[src/rtl/spi_jtag_pkg.sv]
// Shared definitions for the SPI-over-JTAG framer: FSM encoding, start marker
// and the default width of the payload length field.
package spi_jtag_pkg;

  localparam int   LEN_WIDTH_DEF = 16;
  localparam logic START_MARKER  = 1'b1;

  typedef enum logic [2:0] {
    ST_IDLE = 3'd0,
    ST_HUNT = 3'd1,
    ST_LEN  = 3'd2,
    ST_DATA = 3'd3,
    ST_DONE = 3'd4
  } state_e;

endpackage

[src/rtl/spi_jtag_framer.sv]
// Frames virtual-JTAG Shift-DR bits as start marker + length + payload and drives
// the SPI flash pins only for the payload; flash output is returned on tdo.
module spi_jtag_framer
  import spi_jtag_pkg::*;
#(
  parameter int LEN_WIDTH = LEN_WIDTH_DEF
) (
  input  logic tck,
  input  logic rst_n,
  input  logic vs_cdr,
  input  logic vs_sdr,
  input  logic tdi,
  input  logic spi_so,
  output logic tdo,
  output logic spi_csn,
  output logic spi_si,
  output logic spi_clk_en,
  output logic busy,
  output logic trunc_err
);

  localparam int CW = (LEN_WIDTH > 1) ? $clog2(LEN_WIDTH) : 1;
  localparam logic [CW-1:0] LEN_LAST = CW'(LEN_WIDTH - 1);

  // Handshake: there is none; vs_sdr qualifies every tdi bit on the rising tck edge.
  state_e               state_q;
  logic [LEN_WIDTH-1:0] len_q;
  logic [LEN_WIDTH-1:0] len_d;
  logic [LEN_WIDTH-1:0] rem_q;
  logic [CW-1:0]        cnt_q;
  logic                 tdo_q;
  logic                 csn_q;
  logic                 si_q;
  logic                 clk_en_q;
  logic                 trunc_q;

  // Length arrives LSB first, so each new bit enters at the top.
  always_comb begin
    len_d = {tdi, len_q[LEN_WIDTH-1:1]};
  end

  always_ff @(posedge tck or negedge rst_n) begin
    if (!rst_n) begin
      state_q  <= ST_IDLE;
      len_q    <= '0;
      rem_q    <= '0;
      cnt_q    <= '0;
      tdo_q    <= 1'b0;
      csn_q    <= 1'b1;
      si_q     <= 1'b0;
      clk_en_q <= 1'b0;
      trunc_q  <= 1'b0;
    end else begin
      // Flash data is only meaningful while the registered chip select is low.
      tdo_q <= csn_q ? tdi : spi_so;

      if (!vs_sdr && (state_q == ST_DATA)) begin
        trunc_q <= 1'b1;
      end else if (vs_cdr) begin
        trunc_q <= 1'b0;
      end

      if (!vs_sdr) begin
        state_q  <= ST_IDLE;
        csn_q    <= 1'b1;
        clk_en_q <= 1'b0;
        cnt_q    <= '0;
        rem_q    <= '0;
      end else begin
        csn_q    <= 1'b1;
        clk_en_q <= 1'b0;
        unique case (state_q)
          ST_IDLE, ST_HUNT: begin
            if (tdi == START_MARKER) begin
              state_q <= ST_LEN;
              cnt_q   <= '0;
            end else begin
              state_q <= ST_HUNT;
            end
          end
          ST_LEN: begin
            len_q <= len_d;
            if (cnt_q == LEN_LAST) begin
              cnt_q <= '0;
              if (len_d != '0) begin
                state_q <= ST_DATA;
                rem_q   <= len_d;
              end else begin
                state_q <= ST_DONE;
              end
            end else begin
              cnt_q <= cnt_q + CW'(1);
            end
          end
          ST_DATA: begin
            si_q     <= tdi;
            csn_q    <= 1'b0;
            clk_en_q <= 1'b1;
            if (rem_q != '0) begin
              rem_q <= rem_q - LEN_WIDTH'(1);
            end
            if (rem_q <= LEN_WIDTH'(1)) begin
              state_q <= ST_DONE;
            end
          end
          ST_DONE: begin
            state_q <= ST_DONE;
          end
          default: begin
            state_q <= ST_IDLE;
          end
        endcase
      end
    end
  end

  assign tdo        = tdo_q;
  assign spi_csn    = csn_q;
  assign spi_si     = si_q;
  assign spi_clk_en = clk_en_q;
  assign busy       = (state_q == ST_LEN) || (state_q == ST_DATA);
  assign trunc_err  = trunc_q;

endmodule
[config.mk]
export PLATFORM = sky130hd
export DESIGN_NAME = spi_jtag_framer
export DESIGN_NICKNAME = d
export VERILOG_FILES = /design/src/rtl/spi_jtag_pkg.sv /design/src/rtl/spi_jtag_framer.sv
export SDC_FILE = /design/constraint.sdc
export NUM_CORES = 1
export LEC_CHECK = 0
export BUFFER_PORTS_ARGS = -buffer_cell sky130_fd_sc_hd__buf_4
export CAP_MARGIN = 20
export CORE_ASPECT_RATIO = 1.25
export CORE_UTILIZATION = 55
export CTS_CLUSTER_SIZE = 14
export DETAILED_ROUTE_END_ITERATION = 8
export GPL_ROUTABILITY_DRIVEN = 0
export GPL_TIMING_DRIVEN = 0
export PLACE_DENSITY = 0.82
export SETUP_SLACK_MARGIN = 0.2
export SYNTH_ARGS = -nofsm -noshare
export SYNTH_HDL_FRONTEND = slang
export SYNTH_SLANG_ARGS = --single-unit
[constraint.sdc]
create_clock -name tck -period 4.65 [get_ports tck]
set_input_delay 0.2325 -clock tck [delete_from_list [all_inputs] [get_ports tck]]
set_output_delay 0.2325 -clock tck [all_outputs]
set_load 0.005 [all_outputs]
== Word-level counts from Yosys, hierarchy flattened ==
Index checks and enable logic that the tools add are counted.

* Order comparisons: 1
* $add $sub $neg: 2
* Muxes and demuxes: 22
* Reduce and logical (&&, ||, !) cells: 13
* Equality and inequality tests: 12

{| class="wikitable"
|+ Operators by type and width
! cell !! count
|-
| 16-bit 2-to-1 mux || 4
|-
| 16-bit one-hot mux with 2 select lines || 1
|-
| 16-bit nonzero test || 2
|-
| 16-bit by 1-bit less-or-equal comparator with 1-bit output, second input constant || 1
|-
| 16-bit by 1-bit subtractor with 16-bit output, second input constant || 1
|-
| 3-bit != test, second input constant || 5
|-
| 3-bit 2-to-1 mux || 4
|-
| 4-bit 2-to-1 mux || 3
|-
| 3-bit one-hot mux with 4 select lines || 1
|-
| 4-bit one-hot mux with 2 select lines || 1
|-
| 2-bit AND reduction || 4
|-
| 1-bit 2-to-1 mux || 7
|-
| 3-bit by 2-bit equality test with 1-bit output, second input constant || 2
|-
| 3-bit by 1-bit != test with 1-bit output, second input constant || 2
|-
| 4-bit by 1-bit adder with 4-bit output, second input constant || 1
|-
| 4-bit equality test, second input constant || 1
|-
| 4-bit AND reduction || 1
|-
| 3-bit by 1-bit equality test with 1-bit output, second input constant || 1
|-
| 3-bit equality test, second input constant || 1
|-
| 3-bit zero test || 1
|-
| 2-bit 2-to-1 mux || 1
|-
| 2-bit nonzero test || 1
|-
| 2-bit OR reduction || 1
|-
| 1-bit logical AND || 1
|-
| other kinds (2) || 2
|}

* Register bits: 44
* Output and inout bits: 6

== Depth between registers and ports, before layout ==
* Depth after elaboration: 5
* Gate-level depth with buffers: 8

== Worst setup path after synthesis ==
Ideal clock, no wire load.

* Kind: register -> register
* Start: register rem_q[10]
* End: register rem_q[12]
* Path buffers: 2
* Required time: 4.521 ns
* Stages on the path, launching flop included: 8
* Clock period less this slack: 2.276 ns
* Setup slack: 2.374 ns
* Arrival time: 2.147 ns
* Cell sequence: dfrtp_1 buf_6 or4_4 or3_4 or3_4 or3b_2 buf_12 o21ai_2

* Longest elaborated chain between the ends: 4
* Elaborated cells between the ends (all ways): 7
* Classes of those cells: add/sub: 1; eq/ne: 1; mux: 3; reduce/logical: 2

{| class="wikitable"
|+ RTL lines
! item !! line !! text
|-
| start: declaration || spi_jtag_framer.sv:29 || <nowiki>logic [LEN_WIDTH-1:0] rem_q;</nowiki>
|-
| start signal: assignment || spi_jtag_framer.sv:87 || <nowiki>rem_q <= len_d;</nowiki>
|-
| start signal: assignment || spi_jtag_framer.sv:100 || <nowiki>rem_q <= rem_q - LEN_WIDTH'(1);</nowiki>
|-
| 16-bit by 1-bit subtractor with 16-bit output || spi_jtag_framer.sv:100 ||
|-
| 16-bit 2-to-1 mux || spi_jtag_framer.sv:99 || <nowiki>if (rem_q != '0) begin</nowiki>
|-
| 16-bit one-hot mux with 2 select lines || spi_jtag_framer.sv:72 || <nowiki>unique case (state_q)</nowiki>
|-
| 16-bit 2-to-1 mux || spi_jtag_framer.sv:63 || <nowiki>if (!vs_sdr) begin</nowiki>
|}

Parallel ways exist; a longest one is shown, timed or not. The select of a mux whose other input is x is not followed.
A chain may end at the register's enable or synchronous reset.

== Final worst setup path ==
* Start: register rem_q[6]
* End: register rem_q[1]

* Longest elaborated chain between the ends: 3

{| class="wikitable"
|+ RTL lines
! item !! line
|-
| 16-bit nonzero test || spi_jtag_framer.sv:99
|-
| 3-bit != test (no source line) || n/a
|-
| 4-bit AND reduction (no source line) || n/a
|}

No other way between the ends.

==> impl_metrics.yaml <==
status:
  outcome: "finished, final reports clean"
cts:
  cts_buffers: 5
  cts_resized: 0
  cts-hold-fix-buffers: 1
  clock_root_buffer_master: "clkbuf_8"
  worst_setup_hold_path_clk_slew_ns: 0.09
  clock_sinks: 43
  cts_max_level: 2
  tritoncts: "built"
  worst_skew_pair.late_latency_ns: 0.30
  clockBufferDepth: 2
  postCtsSetupRepairBufs: 0
setup_path:
  cpLargestDelayFamily: "simple AND/OR/NAND/NOR gates"
  endpoint_kind: "flop"
  crit_path_max_fanout: 10
  worstSetupPathDepth: 6
  r2r_cells: 6
  critPathKind: "flop to flop"
  worst-path-buf-inv: 1
  worstPathArrival_ns: 2.70
  critical_path_start_type: "flop"
  timing.critical_path.cells: "or3_1 -> or4_1 -> nor3_2 -> buf_2 -> o21ai_0 -> o31ai_1"
  timing.critical_path.required_ns: 4.85
  critical_path.max_stage_delay_ns: 0.56
  cpMaxStageDelayCell: "or4_1"
die:
  die-area_mm2: 0.00451
  die-width_um: 60.3
  std_cell_rows: 26
  core_mm2: 0.00407
  start_util_pct: 57.4
  boundaryPins: 12
  y_dimension_of_the_die_um: 74.8
hold_path:
  hold_depth: 2
  hold_class: "primary input to flop"
yosys:
  synthesis.area_per_instance_um2: 8.98
  synth.cells.most_frequent: "nand2_1, dfrtp_1, nor2_1, a21oi_1, o31ai_1"
  post_synth_inst_count: 260
  synth-seq-cells: 43
  synth_fp_nets: 270
  synth_flop_cell: "dfrtp_1"
  leading_cell_type_by_number_of_instances_after_synthesis: "nand2_1"
  ys_warn_count: 0
  post-synth-top-area-fraction_pct: 45.0
  async_s_r_ff_share_synth_pct: 100
  synth_area_mm2: 0.00233
  synth_area_leader_cell: "dfrtp_1"
  synth.area.top_cells: "dfrtp_1, nand2_1, o31ai_1"
  synth-edff-count: 0
  portion_of_the_post_synthesis_area_used_by_sequential_elements_pct: 46.1
  synth.distinct_cells: 45
timing:
  grt_setup_unrepaired: "no"
  finalWorstPathRequiredPeriod_ns: 2.50
  report.final.slew_viol_count: 0
  final-hold-violation-count: 0
  relative_slew_margins_pct: 61.5
  period_share_pct: 53.9
  fin_skew_ns: 0.0110
  max_slew.worst_pin.slew_ns: 0.576
  setup_total_negative_slack_ns: 0
  fmaxAchievable_ghz: 0.399
  final_count_of_negative_setup_slack_endpoints: 0
final_layout:
  areaGrowthSynthToFinish_pct: 10.5
  final_area_mm2: 0.00258
  diodes: 0
  layout_filler_cell_count: 347
  drive_above_1_share_pct: 14.6
  nNetsFinal: 289
  finish.utilization_pct: 63.4
global_route:
  globalRoute.totalOverflow: 0
  grt_usage_pct: 26.7
  grt_max_degree: 44
  number_of_global_route_vias_before_repair: 1971
  wire_length_of_the_first_global_routing_pass_um: 8910
  antenna_found_initial: 0
drt:
  routed_wire_length_per_instance_um: 16.1
  post_route_drc_violation_count: 0
  vias_per_cell: 6.14
  routed_wirelength_um: 5430
  final_antenna_net_count: 0
  drt_iter0_drc: 156
  first_pass_iters: 5
  detailroute.via_count: 2063
pwr:
  ir_worst_vdd_mv: 0.297
  power.density_cell_area_mw_per_mm2: 653
  leakage_uw: 0.00124
  finalPower_uw: 1680
place:
  hpwl_um: 3880
  post_dp_cell_area_mm2: 0.00249
  numPortBuffers: 11
run:
  maxCapViolCount: 0
-- worst paths after layout --
check                                     startpoint                    end  slack (ns)
worst max-delay path            rem_q[6]$_DFFE_PN0P_   rem_q[1]$_DFFE_PN0P_        2.15
worst min-delay path                          vs_cdr  trunc_err$_DFFE_PN0P_        0.12
worst max register to register  rem_q[6]$_DFFE_PN0P_   rem_q[1]$_DFFE_PN0P_        2.15
worst min register to register  cnt_q[3]$_DFFE_PN0P_   cnt_q[3]$_DFFE_PN0P_        0.49
max in group asynchronous                      rst_n   cnt_q[3]$_DFFE_PN0P_        3.80
min in group asynchronous                      rst_n   rem_q[0]$_DFFE_PN0P_        0.45
-- routing by layer --
metal	track usage [%]	up-vias	routed length (µm)
li1	-	980	-
met4	10.9	0	102
met5	0	-	0
met1	33.4	997	2280
met2	44.9	73	2740
met3	4.98	13	298
-- report_power, final --
| group | internal (µW) | total (µW) | switching [µW] |
|---|---|---|---|
| logic | 329 | 850 | 522 |
| registers | 483 | 602 | 119 |
| clock network | 106 | 230 | 125 |
-- through the flow --
| stage | cells | hold slack, ns | setup WS (ns) |
|---|---|---|---|
| after detailed placement | 327 | 0.258 | 2.21 |
| final | 336 | 0.121 | 2.15 |
| after floorplan | 260 | -0.0631 | 2.37 |
| after global placement | 327 | 0.255 | 2.21 |
| after CTS | 336 | 0.120 | 2.18 |
| after global routing | 336 | 0.116 | 1.99 |
-- sequential cells by signal, indices dropped and copies added, names as in the netlist --
register and flops:
len_q 15, tdo 1, trunc_err 1, spi_si 1
cnt_q 4, state_q 3, spi_csn 1, spi_clk_en 1
rem_q 16
-- logic make-up after synthesis --
family / Yosys count / share of synthesized area [%]
AND/OR/NAND/NOR: 118 / 24.9
AO/OA/AOI/OAI: 72 / 21.7
flip-flops: 43 / 46.1
buffers and inverters: 22 / 4.61
adder cells (fa/ha/maj): 4 / 2.14
multiplexers: 1 / 0.482
-- cell usage in the layout (no fill, tap or decap), drive strengths merged, types with 7 or more instances in the layout --
cell / instances
clkbuf: 18
nand2: 58
o31ai: 16
nor2: 17
dfrtp: 42
nor4: 9
inv: 7
o21ai: 21
a21oi: 16
buf: 15
-- cell type report --
class	instances	area [µm²]	share of cell area (%)
plain buffers	15	81.3	3.15
clock buffers	7	76.3	2.96
clock inverters	1	5.00	0.194
inverters	7	26.3	1.02
multi-input cells	195	1150	44.6
flip-flops and latches	43	1080	41.8
well taps	56	70.1	2.72
repair buffers	12	92.6	3.59
(Power assumes the default switching activity.)
